`src/rtl/wb_master_arbiter.sv`:
```
// Round-robin arbiter merging three cache-side Wishbone masters onto one inner bus.
// The grant is held for the owner's whole cyc. A stall watchdog and a grant-disable gate are included.
module wb_master_arbiter #(
  parameter int ADDR_W  = 24,
  parameter int DATA_W  = 16,
  parameter int SEL_W   = 2,
  parameter int TIMEOUT = 255
) (
  input  logic                i_clk,
  input  logic                i_rst,
  input  logic                i_disable,
  input  logic [2:0]          m_cyc,
  input  logic [2:0]          m_stb,
  input  logic [2:0]          m_we,
  input  logic [3*ADDR_W-1:0] m_adr,
  input  logic [3*DATA_W-1:0] m_dat_w,
  input  logic [3*SEL_W-1:0]  m_sel,
  input  logic [2:0]          m_burst4,
  input  logic [2:0]          m_burst8,
  output logic [DATA_W-1:0]   m_dat_r,
  output logic [2:0]          m_ack,
  output logic [2:0]          m_err,
  output logic                o_wb_cyc,
  output logic                o_wb_stb,
  output logic                o_wb_we,
  output logic [ADDR_W-1:0]   o_wb_adr,
  output logic [DATA_W-1:0]   o_wb_dat,
  output logic [SEL_W-1:0]    o_wb_sel,
  output logic                o_wb_4_burst,
  output logic                o_wb_8_burst,
  input  logic [DATA_W-1:0]   i_wb_dat,
  input  logic                i_wb_ack,
  input  logic                i_wb_err,
  output logic [1:0]          o_owner
);

  localparam int WD_W = (TIMEOUT > 0) ? $clog2(TIMEOUT + 1) : 1;
  localparam logic [WD_W-1:0] WD_MAX  = WD_W'(TIMEOUT);
  localparam logic [WD_W-1:0] WD_FIRE = WD_W'(TIMEOUT - 1);

  typedef enum logic [1:0] {IDLE, OWN, GAP} state_t;

  state_t            state_q, state_d;
  logic [1:0]        owner_q, owner_d;
  logic [1:0]        last_q, last_d;
  logic [WD_W-1:0]   wdog_q, wdog_d;

  logic              owned, timeout;
  logic              sel_cyc, sel_stb, sel_we, sel_b4, sel_b8;
  logic [ADDR_W-1:0] sel_adr;
  logic [DATA_W-1:0] sel_dat;
  logic [SEL_W-1:0]  sel_sel;
  logic              pick_vld;
  logic [1:0]        pick, cand;

  function automatic logic [1:0] rr_next(input logic [1:0] v);
    return (v >= 2'd2) ? 2'd0 : v + 2'd1;
  endfunction

  function automatic logic req_of(input logic [2:0] c, input logic [1:0] i);
    case (i)
      2'd0:    return c[0];
      2'd1:    return c[1];
      default: return c[2];
    endcase
  endfunction

  // Owner mux: owner_q is 3 outside OWN, so nothing matches and everything stays 0.
  always_comb begin
    sel_cyc = 1'b0;
    sel_stb = 1'b0;
    sel_we  = 1'b0;
    sel_b4  = 1'b0;
    sel_b8  = 1'b0;
    sel_adr = '0;
    sel_dat = '0;
    sel_sel = '0;
    for (int k = 0; k < 3; k++) begin
      if (owner_q == 2'(k)) begin
        sel_cyc = m_cyc[k];
        sel_stb = m_stb[k];
        sel_we  = m_we[k];
        sel_b4  = m_burst4[k];
        sel_b8  = m_burst8[k];
        sel_adr = m_adr[k*ADDR_W +: ADDR_W];
        sel_dat = m_dat_w[k*DATA_W +: DATA_W];
        sel_sel = m_sel[k*SEL_W +: SEL_W];
      end
    end
  end

  assign owned   = (state_q == OWN) && !i_rst;
  assign timeout = (TIMEOUT != 0) && owned && sel_stb && !i_wb_ack && !i_wb_err &&
                   (wdog_q == WD_FIRE);

  assign o_wb_cyc     = owned && sel_cyc && !timeout;
  assign o_wb_stb     = owned && sel_stb && !timeout;
  assign o_wb_we      = owned && sel_we;
  assign o_wb_4_burst = owned && sel_b4;
  assign o_wb_8_burst = owned && sel_b8;
  assign o_wb_adr     = owned ? sel_adr : '0;
  assign o_wb_dat     = owned ? sel_dat : '0;
  assign o_wb_sel     = owned ? sel_sel : '0;
  assign o_owner      = owned ? owner_q : 2'd3;
  assign m_dat_r      = i_wb_dat;

  always_comb begin
    m_ack = 3'b000;
    m_err = 3'b000;
    for (int k = 0; k < 3; k++) begin
      if (owned && owner_q == 2'(k)) begin
        m_ack[k] = i_wb_ack;
        m_err[k] = i_wb_err | timeout;
      end
    end
  end

  // Round-robin search starting just after the last granted master.
  always_comb begin
    pick_vld = 1'b0;
    pick     = 2'd0;
    cand     = rr_next(last_q);
    for (int j = 0; j < 3; j++) begin
      if (!pick_vld && req_of(m_cyc, cand)) begin
        pick_vld = 1'b1;
        pick     = cand;
      end
      cand = rr_next(cand);
    end
  end

  always_comb begin
    state_d = state_q;
    owner_d = owner_q;
    last_d  = last_q;
    wdog_d  = wdog_q;
    case (state_q)
      IDLE: begin
        wdog_d = '0;
        if (!i_disable && pick_vld) begin
          state_d = OWN;
          owner_d = pick;
          last_d  = pick;
        end
      end
      OWN: begin
        if (!sel_cyc || timeout) begin
          state_d = GAP;
          owner_d = 2'd3;
          wdog_d  = '0;
        end else if (i_wb_ack || i_wb_err) begin
          wdog_d = '0;
        end else if (sel_stb && wdog_q != WD_MAX) begin
          wdog_d = wdog_q + 1'b1;
        end
      end
      GAP: begin
        state_d = IDLE;
        owner_d = 2'd3;
        wdog_d  = '0;
      end
      default: begin
        state_d = IDLE;
        owner_d = 2'd3;
        wdog_d  = '0;
      end
    endcase
  end

  always_ff @(posedge i_clk or posedge i_rst) begin
    if (i_rst) begin
      state_q <= IDLE;
      owner_q <= 2'd3;
      last_q  <= 2'd2;
      wdog_q  <= '0;
    end else begin
      state_q <= state_d;
      owner_q <= owner_d;
      last_q  <= last_d;
      wdog_q  <= wdog_d;
    end
  end

endmodule

```
`config.mk`:
```
export PLATFORM = sky130hd
export DESIGN_NAME = wb_master_arbiter
export DESIGN_NICKNAME = d
export VERILOG_FILES = /design/src/rtl/wb_master_arbiter.sv
export SDC_FILE = /design/constraint.sdc
export NUM_CORES = 1
export LEC_CHECK = 0
export ABC_AREA = 1
export CORE_AREA = 2 2 90 92
export CTS_CLUSTER_SIZE = 8
export DETAILED_ROUTE_END_ITERATION = 8
export DIE_AREA = 0 0 92 94
export GPL_TIMING_DRIVEN = 0
export PLACE_DENSITY = 0.82
export SYNTH_ARGS = -nofsm -noshare
export SYNTH_HDL_FRONTEND = slang
export SYNTH_SLANG_ARGS = --single-unit
```
`constraint.sdc`:
```
create_clock -name i_clk -period 3.3 [get_ports i_clk]
set_clock_uncertainty 0.15 [all_clocks]
set_input_delay 0.66 -clock i_clk [delete_from_list [all_inputs] [get_ports i_clk]]
set_output_delay 0.66 -clock i_clk [all_outputs]
set_load 0.005 [all_outputs]
```
Yosys cells after proc, flatten, opt, wreduce, memory -nomap -nowiden

Cells that the tools add are included.
Widths: inputs -> output; s select.

Register bits after elaboration: 14
Output and inout bits: 71

$add $sub $neg: 4
$lt $le $gt $ge: 3
Equal/unequal tests: 11
Mux-type cells: 56
Bitwise logic cells: 1
Reduce and logical (&&, ||, !) cells: 35

Operator list:

| cell                | count |
|---|---|
| $mux 24             | 4 |
| $mux 16             | 4 |
| $mux 8              | 4 |
| $mux 2              | 15 |
| $mux 1              | 24 |
| $logic_and 1x1->1   | 18 |
| $eq 2x1->1 const B  | 5 |
| $logic_not 2->1     | 5 |
| $add 8x1->8 const B | 1 |
| $eq 8x8->1 const B  | 1 |
| $logic_not 1->1     | 8 |
| $ne 8x8->1 const B  | 1 |
| $pmux 2 s2          | 2 |
| $add 2x1->2 const B | 3 |
| $ge 2x2->1 const B  | 3 |
| $pmux 1 s2          | 3 |
| $ne 4x1->1 const B  | 1 |
| $reduce_and 2->1    | 2 |
| $eq 2x2->1 const B  | 1 |
| $logic_or 1x1->1    | 2 |
| $ne 2x1->1 const B  | 1 |
| $ne 2x2->1 const B  | 1 |
| $or 1x1->1          | 1 |

Depth between registers and ports, before layout

Word-level depth: 14
Depth in mapped cells: 11
Gate-level depth less buffers: 10

Least setup slack after synthesis

Ideal clock, no wire load.

Path kind: input port to output port
From: input port i_wb_err
To: output port o_wb_cyc
Data arrival time: 1.419 ns
Required time: 2.490 ns
Path slack: 1.071 ns
Stages: 6
Cells stage by stage: nor2_4 > inv_4 > nor2_8 > nand3_4 > o21ai_4 > nor2_1

Longest elaborated chain between the ends: 5

RTL lines:

| what                            | RTL line | RTL |
|---|---|---|
| start, declared                 | 33       | `input logic i_wb_err,` |
| $logic_not 1->1                 | 93       | `assign timeout = (TIMEOUT != 0) && owned && sel_stb && !i_wb_ack && !i_wb_err &&` |
| $logic_and 1x1->1 (2 in series) | 93       |  |
| $logic_not 1->1                 | 96       | `assign o_wb_cyc = owned && sel_cyc && !timeout;` |
| $logic_and 1x1->1               | 96       |  |
| end, declared                   | 23       | `output logic o_wb_cyc,` |

No other way between the ends.

Worst setup path after layout

From: input port i_rst
To: output port o_wb_adr[15]

Longest elaborated chain between the ends: 3

RTL lines:

| what                             | RTL line | RTL |
|---|---|---|
| start, declared                  | 10       | `input logic i_rst,` |
| $logic_not 1->1 (no source line) | n/a      |  |
| $logic_and 1x1->1                | 92       | `assign owned = (state_q == OWN) && !i_rst;` |
| $mux 24                          | 101      | `assign o_wb_adr = owned ? sel_adr : '0;` |
| end, declared                    | 26       | `output logic [ADDR_W-1:0] o_wb_adr,` |

No other way between the ends.

==> metrics.csv <==
metric,value,unit
status,"complete, no violations",
cts-buffers-inserted,3,
finalSetupViolCount,0,
end_kind,output pin,
final_cell_mix,"clkdlybuf4s50_1 (213), nand2_1 (204), inv_1 (41), nand3_1 (40), a31oi_1 (27)",
synth_ff_type,dfrtp_1,
fp.dieArea,0.00865,mm^2
hpwl,9020,um
grt_max_degree,15,
area_growth,105,%
finalCritPeriodShare,98.2,%
p_leak,2.08,nW
synth.avg_cell_area,5.33,um^2
wl_per_cell,14.6,um
crit_path_start_kind,input pin,
drc_errors,0,
switching_share,49.4,%
start_util,30.0,%
die_y,94,um
numClockSinks,14,
hold_viol,0,
antenna_cells,0,
fp.dieW,92,um
port_buffers,216,
fin_nets,816,
io_pins,233,
synth_edf_count,0,
max-cap-violations,0,
cts_root_buf,clkbuf_8,
synth_nets,592,
ctsLongestPathBuffers,2,
clk_pin_slew,0.06,ns
period_needed,3.24,ns
switchingPower,951,uW
synth-seq-cells,14,
clk_latency,0.24,ns
firstDrtPassIters,4,
grt_pass1_wl,16900,um
gp_congestion,0.941,
required,2.49,ns
pwr-share-comb,78.9,%
arrival,2.43,ns
synth_seq_area_share,15.5,%
row_count,32,
r2r_slack,1.49,ns
fmaxAchievable,309,MHz
post-route-worst-setup-slack,0.0597,ns
cts_tree,built,
finalSetupTns,0,ns
dp.cells,746,
vdd_drop_max,453,uV
cp_max_fo,10,
grt.overflow.total,0,
synthesis.area,0.00228,mm^2
powerDensity,412,mW/mm^2
crit_path_top_delay_cell,clkdlybuf4s50_1,
hp-class,reg2reg,
async_flop_share,100,%
antenna_found_initial,0,
worst_slew_pin_slew,0.539,ns
htree_levels,1,
stdcell_count,753,
grt_use_total,24.0,%
path_class,in2out,
yosys_warnings,0,
rsz0062_at_grt,false,
maxSlewViolCount,0,
p_clk_share,7.7,%
core_area,0.00761,mm^2
fin_util,61.3,%
slew_headroom,64.0,%
fin_area,0.00467,mm^2
final_common_cell,clkdlybuf4s50_1,
seqPwrFrac,13.4,%
dp_worst_setup_slack,-0.216,ns
vias_per_cell,4.80,
crit_chain,clkdlybuf4s50_1 > nor2_4 > inv_2 > buf_2 > a31oi_1 > clkdlybuf4s50_1,
syn_inst,428,
post_dp_cell_area,0.00457,mm^2
postCtsHoldBufs,0,
drt_iter0_markers,148,
synth.distinct_cells,28,
slowest_delay,0.56,ns
ant_nets,0,
finalWirelength,11000,um
via_count,3616,
p_int,973,uW
layout-drive-gt1-share,10.3,%
path_common_cell,clkdlybuf4s50_1,
grt_pass1_vias,3431,
## cell usage after synthesis, types with 2 or more instances
cell type	n	area [um^2]
buf_2	12	60.1
dfrtp_1	11	275
buf_4	17	128
inv_2	3	11.3
dfstp_2	3	78.8
nand4_1	2	12.5
ha_1	2	25.0
nor2_4	4	45.0
o21ai_0	3	15.0
a31oi_1	28	175
nor2_2	4	25.0
nand3_1	40	200
inv_1	41	154
clkbuf_1	6	22.5
nand3_2	3	30.0
a21oi_1	13	65.1
nand2_1	204	766
nor2_1	22	82.6
## cell families (layout without fill, tap and decap cells)
logic type	after synthesis	in the layout	share of synthesized area, %
fa+ha+maj	2	2	1.10
compound gates	47	47	12.6
simple gates	285	285	54.0
buf+inv	80	303	16.7
flops	14	14	15.5
## critical path, delay by kind of cell
family / cells / cell delay [ns]
compound gates: 1 / 0.18
simple gates: 1 / 0.20
buf+inv: 4 / 1.39
## through the flow
| step | power [mW] | hold WS, ns |
|---|---|---|
| 3_3_place_gp | 1.71 | 0.327 |
| 5_1_grt | 2.10 | 0.383 |
| 3_5_place_dp | 1.75 | 0.345 |
| 6_report | 1.92 | 0.354 |
| 2_1_floorplan | 1.10 | 0.311 |
| 4_1_cts | 1.92 | 0.354 |
## flip-flops by register name (all words and copies together), names as in the netlist
signal,cells
owner_q,2
wdog_q,8
state_q,2
last_q,2
## layer usage
layer,up-vias,share of wire (%),track usage (%)
met1,1623,39,28.3
li1,1787,-,-
met3,29,7.4,3.93
met2,177,51,44.7
met5,-,0,0
met4,0,2.6,6.59
## final cells by class
| class | instances | area (um^2) |
|---|---|---|
| Tap cell | 102 | 128 |
| Buffer | 34 | 213 |
| Clock buffer | 4 | 45.0 |
| Sequential cell | 14 | 354 |
| Inverter | 45 | 171 |
| Fill cell | 692 | 2940 |
| Timing Repair Buffer | 220 | 2200 |
| Multi-Input combinational cell | 334 | 1560 |
## path summary, 6_finish.rpt
check / from / end / cells after the start
max: i_rst / o_wb_adr[15] / 6
min: owner_q[0] / owner_q[0] / 2
max in group asynchronous: i_rst / owner_q[1] / 2
min in group asynchronous: i_rst / last_q[0] / 2
max reg2reg: last_q[1] / last_q[1] / 8
min reg2reg: owner_q[0] / owner_q[0] / 2
## power by group through the flow
stage,combinational (mW),sequential [mW],clock [mW]
after floorplan,0.853,0.252,0
after global placement,1.45,0.256,0
after detailed placement,1.49,0.260,0
after CTS,1.51,0.257,0.148
after global routing,1.68,0.264,0.158
final,1.52,0.258,0.148
## what timing repair did
action | in CTS | in global routing
setup buffers | 3 | 1
resized for setup | 3 | 12
endpoints found under the setup margin | 42 | 32
cloned | 0 | 0
pin swaps | 2 | 1
Note: power is estimated with default switching activity, not from simulation.
